===== src/rtl/load_store_unit.sv =====
// load_store_unit: RV32I memory stage driving a word-addressed data port with byte enables and bus timeout.
module load_store_unit #(
  parameter int TIMEOUT = 255
) (
  input  logic        i_clk,
  input  logic        i_rst_n,
  input  logic        i_req_valid,
  output logic        o_req_ready,
  input  logic        i_is_store,
  input  logic [2:0]  i_funct3,
  input  logic [31:0] i_addr,
  input  logic [31:0] i_store_data,
  output logic        o_rsp_valid,
  output logic [1:0]  o_rsp_err,
  output logic [31:0] o_load_data,
  output logic        o_dmem_req,
  output logic [31:0] o_dmem_addr,
  output logic [3:0]  o_dmem_wen,
  output logic [31:0] o_dmem_wdata,
  input  logic [31:0] i_dmem_rdata,
  input  logic        i_dmem_ack
);
  localparam int CW = $clog2(TIMEOUT + 1);
  typedef enum logic [1:0] {IDLE, ACCESS, RESP} state_t;
  state_t r_state, w_next;
  logic          r_is_store;
  logic [2:0]    r_funct3;
  logic [31:0]   r_addr, r_store_data, r_load_data;
  logic [1:0]    r_err;
  logic [CW-1:0] r_cnt;
  logic          w_accept, w_ill, w_mis, w_access, w_tmo;
  logic [7:0]    w_byte;
  logic [15:0]   w_half;
  logic [31:0]   w_ext;
  assign w_accept = r_state == IDLE && i_req_valid;
  assign w_ill = i_is_store ? (i_funct3[2] || i_funct3[1:0] == 2'b11)
                            : (i_funct3 == 3'b011 || i_funct3[2:1] == 2'b11);
  assign w_mis = (i_funct3[1:0] == 2'b01 && i_addr[0]) || (i_funct3[1:0] == 2'b10 && i_addr[1:0] != 2'b00);
  assign w_access = r_state == ACCESS;
  assign w_tmo = w_access && !i_dmem_ack && r_cnt == CW'(TIMEOUT - 1);
  assign w_byte = r_addr[1] ? (r_addr[0] ? i_dmem_rdata[31:24] : i_dmem_rdata[23:16])
                            : (r_addr[0] ? i_dmem_rdata[15:8]  : i_dmem_rdata[7:0]);
  assign w_half = r_addr[1] ? i_dmem_rdata[31:16] : i_dmem_rdata[15:0];
  always_comb begin
    w_ext = i_dmem_rdata;
    if (r_funct3[1:0] == 2'b00) w_ext = {{24{w_byte[7] & ~r_funct3[2]}}, w_byte};
    else if (r_funct3[1:0] == 2'b01) w_ext = {{16{w_half[15] & ~r_funct3[2]}}, w_half};
  end
  always_ff @(posedge i_clk)
    r_state <= !i_rst_n ? IDLE : w_next;
  always_comb begin
    w_next = r_state;
    if (w_accept) w_next = (w_ill || w_mis) ? RESP : ACCESS;
    else if (w_access && (i_dmem_ack || w_tmo)) w_next = RESP;
    else if (r_state == RESP) w_next = IDLE;
  end
  always_ff @(posedge i_clk) begin
    if (!i_rst_n) begin
      r_is_store   <= 1'b0;
      r_funct3     <= 3'b000;
      r_addr       <= 32'h0;
      r_store_data <= 32'h0;
      r_load_data  <= 32'h0;
      r_err        <= 2'b00;
      r_cnt        <= '0;
    end else if (w_accept) begin
      r_is_store   <= i_is_store;
      r_funct3     <= i_funct3;
      r_addr       <= i_addr;
      r_store_data <= i_store_data;
      r_cnt        <= '0;
      if (w_ill || w_mis) begin
        r_err       <= w_ill ? 2'b10 : 2'b01;
        r_load_data <= 32'h0;
      end
    end else if (w_access) begin
      r_cnt <= r_cnt + CW'(1);
      if (i_dmem_ack) begin
        r_err       <= 2'b00;
        r_load_data <= r_is_store ? 32'h0 : w_ext;
      end else if (w_tmo) begin
        r_err       <= 2'b11;
        r_load_data <= 32'h0;
      end
    end
  end
  assign o_req_ready  = r_state == IDLE;
  assign o_rsp_valid  = r_state == RESP;
  assign o_rsp_err    = r_err;
  assign o_load_data  = r_load_data;
  assign o_dmem_req   = w_access;
  assign o_dmem_addr  = w_access ? {r_addr[31:2], 2'b00} : 32'h0;
  assign o_dmem_wen   = !(w_access && r_is_store) ? 4'b0000 :
                        r_funct3[1:0] == 2'b00 ? 4'b0001 << r_addr[1:0] :
                        r_funct3[1:0] == 2'b01 ? (r_addr[1] ? 4'b1100 : 4'b0011) : 4'b1111;
  assign o_dmem_wdata = !(w_access && r_is_store) ? 32'h0 :
                        r_funct3[1:0] == 2'b00 ? {4{r_store_data[7:0]}} :
                        r_funct3[1:0] == 2'b01 ? {2{r_store_data[15:0]}} : r_store_data;
endmodule

===== config.mk =====
export PLATFORM = sky130hd
export DESIGN_NAME = load_store_unit
export DESIGN_NICKNAME = d
export VERILOG_FILES = /design/src/rtl/load_store_unit.sv
export SDC_FILE = /design/constraint.sdc
export NUM_CORES = 1
export LEC_CHECK = 0
export CAP_MARGIN = 15
export CORE_MARGIN = 1.5
export CORE_UTILIZATION = 45
export CTS_BUF_LIST = sky130_fd_sc_hd__clkbuf_4
export CTS_CLUSTER_DIAMETER = 120
export CTS_CLUSTER_SIZE = 25
export DETAILED_ROUTE_END_ITERATION = 10
export PLACE_DENSITY = 0.8
export REMOVE_ABC_BUFFERS = 1
export SETUP_SLACK_MARGIN = 0.15
export SLEW_MARGIN = 20
export SYNTH_ARGS = -nofsm -noshare
export SYNTH_HDL_FRONTEND = slang
export SYNTH_SLANG_ARGS = --single-unit

===== constraint.sdc =====
create_clock -name i_clk -period 4.15 [get_ports i_clk]
set_clock_uncertainty 0.15 [all_clocks]
set_input_delay 0.6225 -clock i_clk [delete_from_list [all_inputs] [get_ports i_clk]]
set_output_delay 0.6225 -clock i_clk [all_outputs]
set_load 0.05 [all_outputs]

==> results of run 1 <==
==> registers in the layout, summed over array words and instances, names as in the netlist <==
signal        flops
r_state           2
r_store_data     32
o_load_data      32
r_addr           32
r_funct3          3
r_cnt             8
o_rsp_err         2
r_is_store        1
==> cell usage after synthesis (all sizes together), types with 2 or more instances <==
cell,count
nor3b,2
o2bb2ai,15
a32o,16
a221o,7
mux2,2
buf,22
and2,30
and3,8
or3,2
nor3,2
o22ai,8
ha,2
dfxtp,112
a22o,9
nor2,50
nand3,3
xnor2,2
mux4,7
nand2,163
a221oi,9
or2,2
xor2,5
a21oi,93
o21ai,4
clkbuf,37
nand2b,19
nand4,2
inv,13
mux2i,19
==> power breakdown <==
part / leakage (nW) / switching, W / internal (W)
clock network: 0.0763 / 0.000371 / 0.000185
registers: 0.915 / 0.0000519 / 0.00113
logic: 1.88 / 0.000307 / 0.000231
total: 2.87 / 0.000730 / 0.00155
==> critical path: stages (launching register included) <==
cell             delay, ns
dfxtp_1               0.47
nand2b_1              0.22
inv_1                 0.38
buf_4                 0.38
and3_1                0.20
clkdlybuf4s50_1       0.81
==> final timing paths <==
path,depth (start not counted),slack (ns),end
setup / recovery,5,0.43,o_dmem_wdata[7]
hold / removal,2,0.31,r_addr[26]
setup reg to reg,5,1.63,o_load_data[5]
hold reg to reg,2,0.31,r_addr[26]
==> final cells by class <==
| cell class | count | area [µm²] | area share |
|---|---|---|---|
| sequential | 112 | 2240 | 0.282 |
| clock inverter | 6 | 70.1 | 0.00882 |
| inverter | 14 | 52.6 | 0.00662 |
| tap | 147 | 184 | 0.0232 |
| multi-input combinational | 498 | 2920 | 0.367 |
| clock buffer | 9 | 67.6 | 0.00851 |
| timing repair buffer | 215 | 2410 | 0.303 |
==> layer usage <==
metal	up-vias	routed length [µm]
met5	-	0
met4	0	410
met3	34	1550
met2	264	8370
met1	2658	7200
li1	2670	-
==> metrics by stage <==
stage	util	std cells	worst slack, ns
finish	0.667	1001	0.433
global route	0.667	1001	0.261
global placement	0.655	986	0.954
detailed placement	0.655	986	0.890
floorplan	-	624	-2.06
CTS	0.667	1001	0.313
==> logic make-up after synthesis <==
| kind of cell | count (synthesis) |
|---|---|
| compound gates | 170 |
| flops | 112 |
| buf+inv | 73 |
| mux | 28 |
| simple gates | 289 |
| xor+xnor | 7 |
| other cells | 1 |
| fa+ha+maj | 2 |
==> cell usage in the layout (no fill, tap or decap), types with 3 or more instances in the layout <==
cell type,n
o21ai_0,3
a221oi_1,9
a32o_1,16
nand2_1,162
dfxtp_1,111
and2_1,30
and3_1,8
buf_4,9
xor2_1,5
clkbuf_4,9
nor2_1,50
o2bb2ai_1,13
a21oi_1,93
nand3_1,3
clkinv_4,3
o22ai_1,8
nand2b_1,19
clkdlybuf4s50_1,178
a221o_2,5
inv_1,12
buf_12,28
mux4_2,7
a22o_1,9
mux2i_1,19
==> flow_summary.ini, run 1 <==
[run_status]
status = finished, final reports clean

[placed_design]
gp_congestion = 0.832
dpl_cell_area_um2 = 7800
dp_hpwl_um = 12200
portBuffers = 206

[sta]
min_period_ns = 3.72
worstMarginPinSlew_ns = 0.783
hold_violations = 0
tns_ns = 0
timing.final.setup_violations = 0
drv_slew = 0
slew_headroom = 0.477
fin_crit_sh = 0.896
timing.fmax_mhz = 269
rsz0062_at_grt = false
final.hold.worst_slack_ns = 0.313

[global_routing]
grtUsageMet1 = 0.322
antenna_found_initial = 0
grt_use_total = 0.271
grt_pass1_wl_um = 27900
grt_overflow_total = 0
top_usage_layer = met2
grt_max_degree = 71
globalRouteMet3Util = 0.0782
use_met2 = 0.457
grt_pass1_vias = 5689

[cells_and_area]
layout-drive-gt1-share = 0.0937
num-fill-cells = 1004
diodes = 0
final_cell_area_um2 = 7940
area_growth_pct = 45.2
final_nets = 956

[clock_network]
worstSkewPairLatency_ns = 0.47
cts_root_buffer = clkbuf_4
cts_setup_buffers = 0
clk_transition_reported_paths_ns = 0.17
cts_tree = done
cts_hold_buf = 0
clock_path_buffers = 2
cts_resized = 0
cts.sinks = 112
cts_made_buffers = 9
h-tree-depth = 3

[yosys]
synth_top_flop_cell = dfxtp_1
synth_top_area_share = 0.410
yosysTopAreaCell = dfxtp_1
synthXorXnorAreaFrac = 0.0112
synth_cells = 682
async_flop_share = 0
postSynthAreaPerCell_um2 = 8.02
yosysUniqueCellTypes = 57
synth_area_um2 = 5470
synth-edff-count = 0
yosys_warnings = 0
synthAdderAreaFrac = 0.00457
synth_compound_area_frac = 0.210
synth_top_family_by_area = simple AND/OR/NAND/NOR gates
yosys-top-cells-area = dfxtp_1, nand2_1, a21oi_1
yosysSeqAreaShare = 0.410
synthSimpleGateAreaFrac = 0.237
synthMuxAreaShare = 0.0677
ys_ff_latch = 112

[pwr]
totalPowerFinal_w = 0.00228
p_leak_nw = 2.87
p_per_area_nw_per_um2 = 287
peakVddDrop_uv = 152

[hold_path]
min_from = r_addr[26]
hp-class = reg -> reg

[floorplanning]
io_pins = 209
num_rows = 40
fp.dieW_um = 113
initial_core_util = 0.459
die-area_um2 = 12800
coreArea_um2 = 11900
die_h_um = 113

[worst_setup_path]
crit_type = reg -> out
cp.required_ns = 3.38
cp_max_fo = 35
rr_startpoint = r_funct3[1]
start_kind = register
worstPathArrival_ns = 2.94
crit_path_end_kind = primary output
crit_start = r_state[0]

[route]
ant_nets = 0
vias_per_cell = 5.62
drt-initial-drc-count = 449
drt_wl_total_um = 17500
drt_pass1_iterations = 5
wl_per_cell_um = 17.5
drc = 0
num_vias = 5626

[job]
drv_cap = 0
Note: power is estimated with default switching activity, not from simulation.
==> run 2, diff against run 1 <==
clock period = 3.92 ns   (was 4.15 ns; I/O delays follow)
==> flow_summary.ini, run 2 (synthesized netlist as in run 1, its figures left out) <==
[worst_setup_path]
reg2reg_depth = 5
cp_max_fo = 35
cp-endpoint = o_dmem_wdata[1]
worstPathArrival_ns = 2.82
r2r_setup_slack_ns = 1.38
cp_slowest_stage_delay_ns = 0.70
r2r_end = o_load_data[4]
crit_start = r_state[1]
rr_startpoint = r_funct3[1]
crit_path_end_kind = primary output
crit_type = reg -> out
cp_cell_sequence = nand2b_1, clkinvlp_4, buf_12, and3_1, clkdlybuf4s50_1
cp_slowest_cell = clkdlybuf4s50_1
cp.required_ns = 3.18
start_kind = register

[route]
wl_per_cell_um = 17.1
drt_pass1_iterations = 5
wl_met3_um = 1450
routed.top_layer = met4
vias_per_cell = 5.60
drt-initial-drc-count = 450
num_vias = 5631
wl_met2_um = 8400
drt_wl_total_um = 17100
ant_nets = 0
drc = 0
wl_met1_um = 6940

[cells_and_area]
seq_area_um2 = 2240
final_nets = 958
layout_common_cells = clkdlybuf4s50_1, nand2_1, dfxtp_1
final_cells = 1005
num-fill-cells = 974
final_util = 0.668
layout-drive-gt1-share = 0.0968
area_growth_pct = 45.5
mostFrequentLayoutCell = clkdlybuf4s50_1
multi_input_area_um2 = 2910

[run_status]
status = finished, final reports clean

[pwr]
p_per_area_nw_per_um2 = 300
totalPowerFinal_w = 0.00239
p_leak_nw = 2.87
peakVddDrop_uv = 232

[global_routing]
grt_pass1_vias = 5571
grt_max_degree = 71
grt_overflow_total = 0
grt_pass1_wl_um = 27200
antenna_found_initial = 0
grt_use_total = 0.264

[hold_path]
hold_depth = 2
hp-class = reg -> reg
min_from = r_addr[25]

[floorplanning]
coreArea_um2 = 11900
num_rows = 40
initial_core_util = 0.459
fp.dieW_um = 113
die_h_um = 113
die-area_um2 = 12800
io_pins = 209

[sta]
slew_headroom = 0.499
hold_violations = 0
fin_crit_sh = 0.908
worstMarginPinSlew_ns = 0.750
tns_ns = 0
timing.final.setup_violations = 0
min_period_ns = 3.56
drv_slew = 0
timing.fmax_mhz = 281
rsz0062_at_grt = false

[placed_design]
gp_congestion = 0.813
placed_cells = 988
dp_hpwl_um = 12000
portBuffers = 206

[job]
drv_cap = 0

[clock_network]
cts_root_buffer = clkbuf_4
clock_path_buffers = 2
h-tree-depth = 3
cts.sinks = 112
cts_made_buffers = 9
cts_setup_buffers = 0
worstSkewPairLatency_ns = 0.50
clk_transition_reported_paths_ns = 0.19
cts_tree = done
run 2: cell count changes in the layout (fill, tap and decap cells not counted), sizes merged:
cell | before | now
inv | 14 | 18
clkinv | 5 | 2
buf | 37 | 39
bufinv | 1 | 0
clkinvlp | 0 | 1
diode | 0 | 1
run 2: how the worst min path moves through the flow:
stage	to	slack (ns)
CTS	r_addr[25]	0.31
global route	r_addr[31]	0.33
detailed placement	r_addr[25]	0.29
global placement	r_addr[28]	0.29
floorplan	r_addr[10]	0.28
finish	r_addr[25]	0.31
run 2: repair_timing:
item / CTS / global route
endpoints found under the setup margin: 0 / 6
hold buffers: 0 / 0
resized for setup: 0 / 1
run 2: layer usage:
layer	GRT usage	vias up
li1	-	2677
met1	0.310	2655
met2	0.458	270
met3	0.0707	29
met4	0.106	0
met5	0	-
run 2: worst max-delay path, delay by kind of cell (launching register included):
| family | cells | cell delay (ns) |
|---|---|---|
| and+or+nand+nor | 2 | 0.54 |
| buffers and inverters | 3 | 1.32 |
| DFF | 1 | 0.47 |
run 2: cell type report:
cell class / instances / share of cell area
multi-input combinational: 498 / 0.366
timing repair buffer: 217 / 0.306
sequential: 112 / 0.282
tap: 147 / 0.0231
clock buffer: 9 / 0.00849
clock inverter: 7 / 0.00723
inverter: 14 / 0.00707
antenna: 1 / 0.000314
run 2: power breakdown:
group          switching, W  internal [W]  total [W]
sequential        0.0000565       0.00120    0.00126
combinational      0.000319      0.000247   0.000566
clock              0.000419      0.000144   0.000563
total              0.000794       0.00159    0.00239
run 2: per-stage QoR:
stage / hold slack [ns] / setup slack (ns) / instance area [µm²]
floorplan: 0.282 / -2.26 / 5200
global placement: 0.288 / 1.00 / 7830
detailed placement: 0.294 / 0.916 / 7830
CTS: 0.315 / 0.313 / 7960
global route: 0.333 / 0.151 / 7960
finish: 0.312 / 0.359 / 7960
==> run 3, diff against run 2 <==
==> constraint.sdc (replaced) <==
create_clock -name i_clk -period 3.92 [get_ports i_clk]
set_clock_uncertainty 0.15 [all_clocks]
set_input_delay 1.176 -clock i_clk [delete_from_list [all_inputs] [get_ports i_clk]]
set_output_delay 1.176 -clock i_clk [all_outputs]
set_load 0.05 [all_outputs]
==> flow_summary.ini, run 3 (synthesized netlist as in run 1, its figures left out) <==
[global_routing]
grt_pass1_vias = 5738
grt_pass1_wl_um = 28400
grt_overflow_total = 0
grt_max_degree = 71
antenna_found_initial = 0
grt_use_total = 0.277

[placed_design]
dp_hpwl_um = 12500
gp_congestion = 0.857
pre_cts_slack_ns = 0.709
dpl_cell_area_um2 = 8220
portBuffers = 206

[clock_network]
clk_transition_reported_paths_ns = 0.17
cts_root_buffer = clkbuf_4
clock_path_buffers = 2
cts_setup_buffers = 0
cts_made_buffers = 9
cts_tree = done
cts_hold_buf = 0
h-tree-depth = 3
worstSkewPairLatency_ns = 0.49
cts.sinks = 112

[hold_path]
hp-class = reg -> reg
hold_depth = 2
min_from = r_addr[14]

[route]
drc = 0
wl_per_cell_um = 17.7
ant_nets = 0
drt_wl_total_um = 17800
num_vias = 5706
drt_pass1_iterations = 5
vias_per_cell = 5.68
drt-initial-drc-count = 459

[job]
drv_cap = 0

[cells_and_area]
seq_area_um2 = 2240
diodes = 0
num-fill-cells = 910
layout-drive-gt1-share = 0.140
mostFrequentLayoutCell = nand2_1
final_util = 0.708
area_growth_pct = 54.1
layout_common_cells = nand2_1, clkdlybuf4s50_1, dfxtp_1
final_nets = 958
multi_input_area_um2 = 2910
final_cell_area_um2 = 8430

[worst_setup_path]
crit_type = reg -> out
cp.required_ns = 2.59
worstPathArrival_ns = 2.31
rr_startpoint = r_funct3[1]
cp_max_fo = 22
start_kind = register
crit_path_end_kind = primary output
crit_start = r_funct3[0]
reg2reg_depth = 5

[floorplanning]
die-area_um2 = 12800
coreArea_um2 = 11900
num_rows = 40
die_h_um = 113
initial_core_util = 0.459
io_pins = 209
fp.dieW_um = 113

[sta]
slew_headroom = 0.433
min_period_ns = 3.63
hold_violations = 0
timing.fmax_mhz = 275
rsz0062_at_grt = false
timing.final.setup_violations = 0
worstMarginPinSlew_ns = 0.849
drv_slew = 0
setup_ws_ns = 0.288
fin_crit_sh = 0.926

[pwr]
p_per_area_nw_per_um2 = 311
peakVddDrop_uv = 196
p_leak_nw = 3.10

[run_status]
status = finished, final reports clean
## run 3: through the flow
step / hold slack (ns) / std cells / TNS, ns / power, W
2_1_floorplan: 0.282 / 624 / -208.93 / 0.00159
3_3_place_gp: 0.287 / 988 / 0 / 0.00184
3_5_place_dp: 0.297 / 988 / 0 / 0.00186
4_1_cts: 0.317 / 1004 / 0 / 0.00263
5_1_grt: 0.336 / 1004 / 0 / 0.00273
6_report: 0.315 / 1004 / 0 / 0.00262
## run 3: path summary, 6_finish.rpt
kind / to / slack, ns
setup / recovery: o_dmem_wen[2] / 0.29
hold / removal: r_addr[14] / 0.32
setup reg to reg: o_load_data[3] / 1.50
hold reg to reg: r_addr[14] / 0.32
## run 3: metal layers
| metal | global-route usage | vias to the layer above | routed length (µm) |
|---|---|---|---|
| met2 | 0.472 | 305 | 8700 |
| met5 | 0 | - | 0 |
| met1 | 0.319 | 2689 | 6840 |
| met3 | 0.0948 | 37 | 1820 |
| met4 | 0.118 | 0 | 411 |
| li1 | - | 2675 | - |
## run 3: report_power, final
group | internal (W) | leakage (nW) | total (W) | switching, W
clock network | 0.000392 | 0.104 | 0.000781 | 0.000389
logic | 0.000259 | 2.08 | 0.000584 | 0.000325
registers | 0.00120 | 0.915 | 0.00126 | 0.0000574
## run 3: layout make-up
type                            count  share of cell area
Tap cell                          147              0.0218
Clock inverter                      6              0.0156
Sequential cell                   112               0.266
Clock buffer                       10             0.00890
Multi-Input combinational cell    498               0.346
Inverter                           14             0.00623
Timing Repair Buffer              217               0.336
## run 3: timing repair
item,4_1_cts,5_1_grt
setup endpoints to repair,0,1
resized for setup,0,1
endpoints found under the hold margin,0,0
## run 3: worst max-delay path, stage by stage, from the launching register on
cell	delay, ns
dfxtp_1	0.69
buf_4	0.39
nand2b_1	0.20
a21oi_1	0.09
nor2_1	0.25
buf_12	0.18
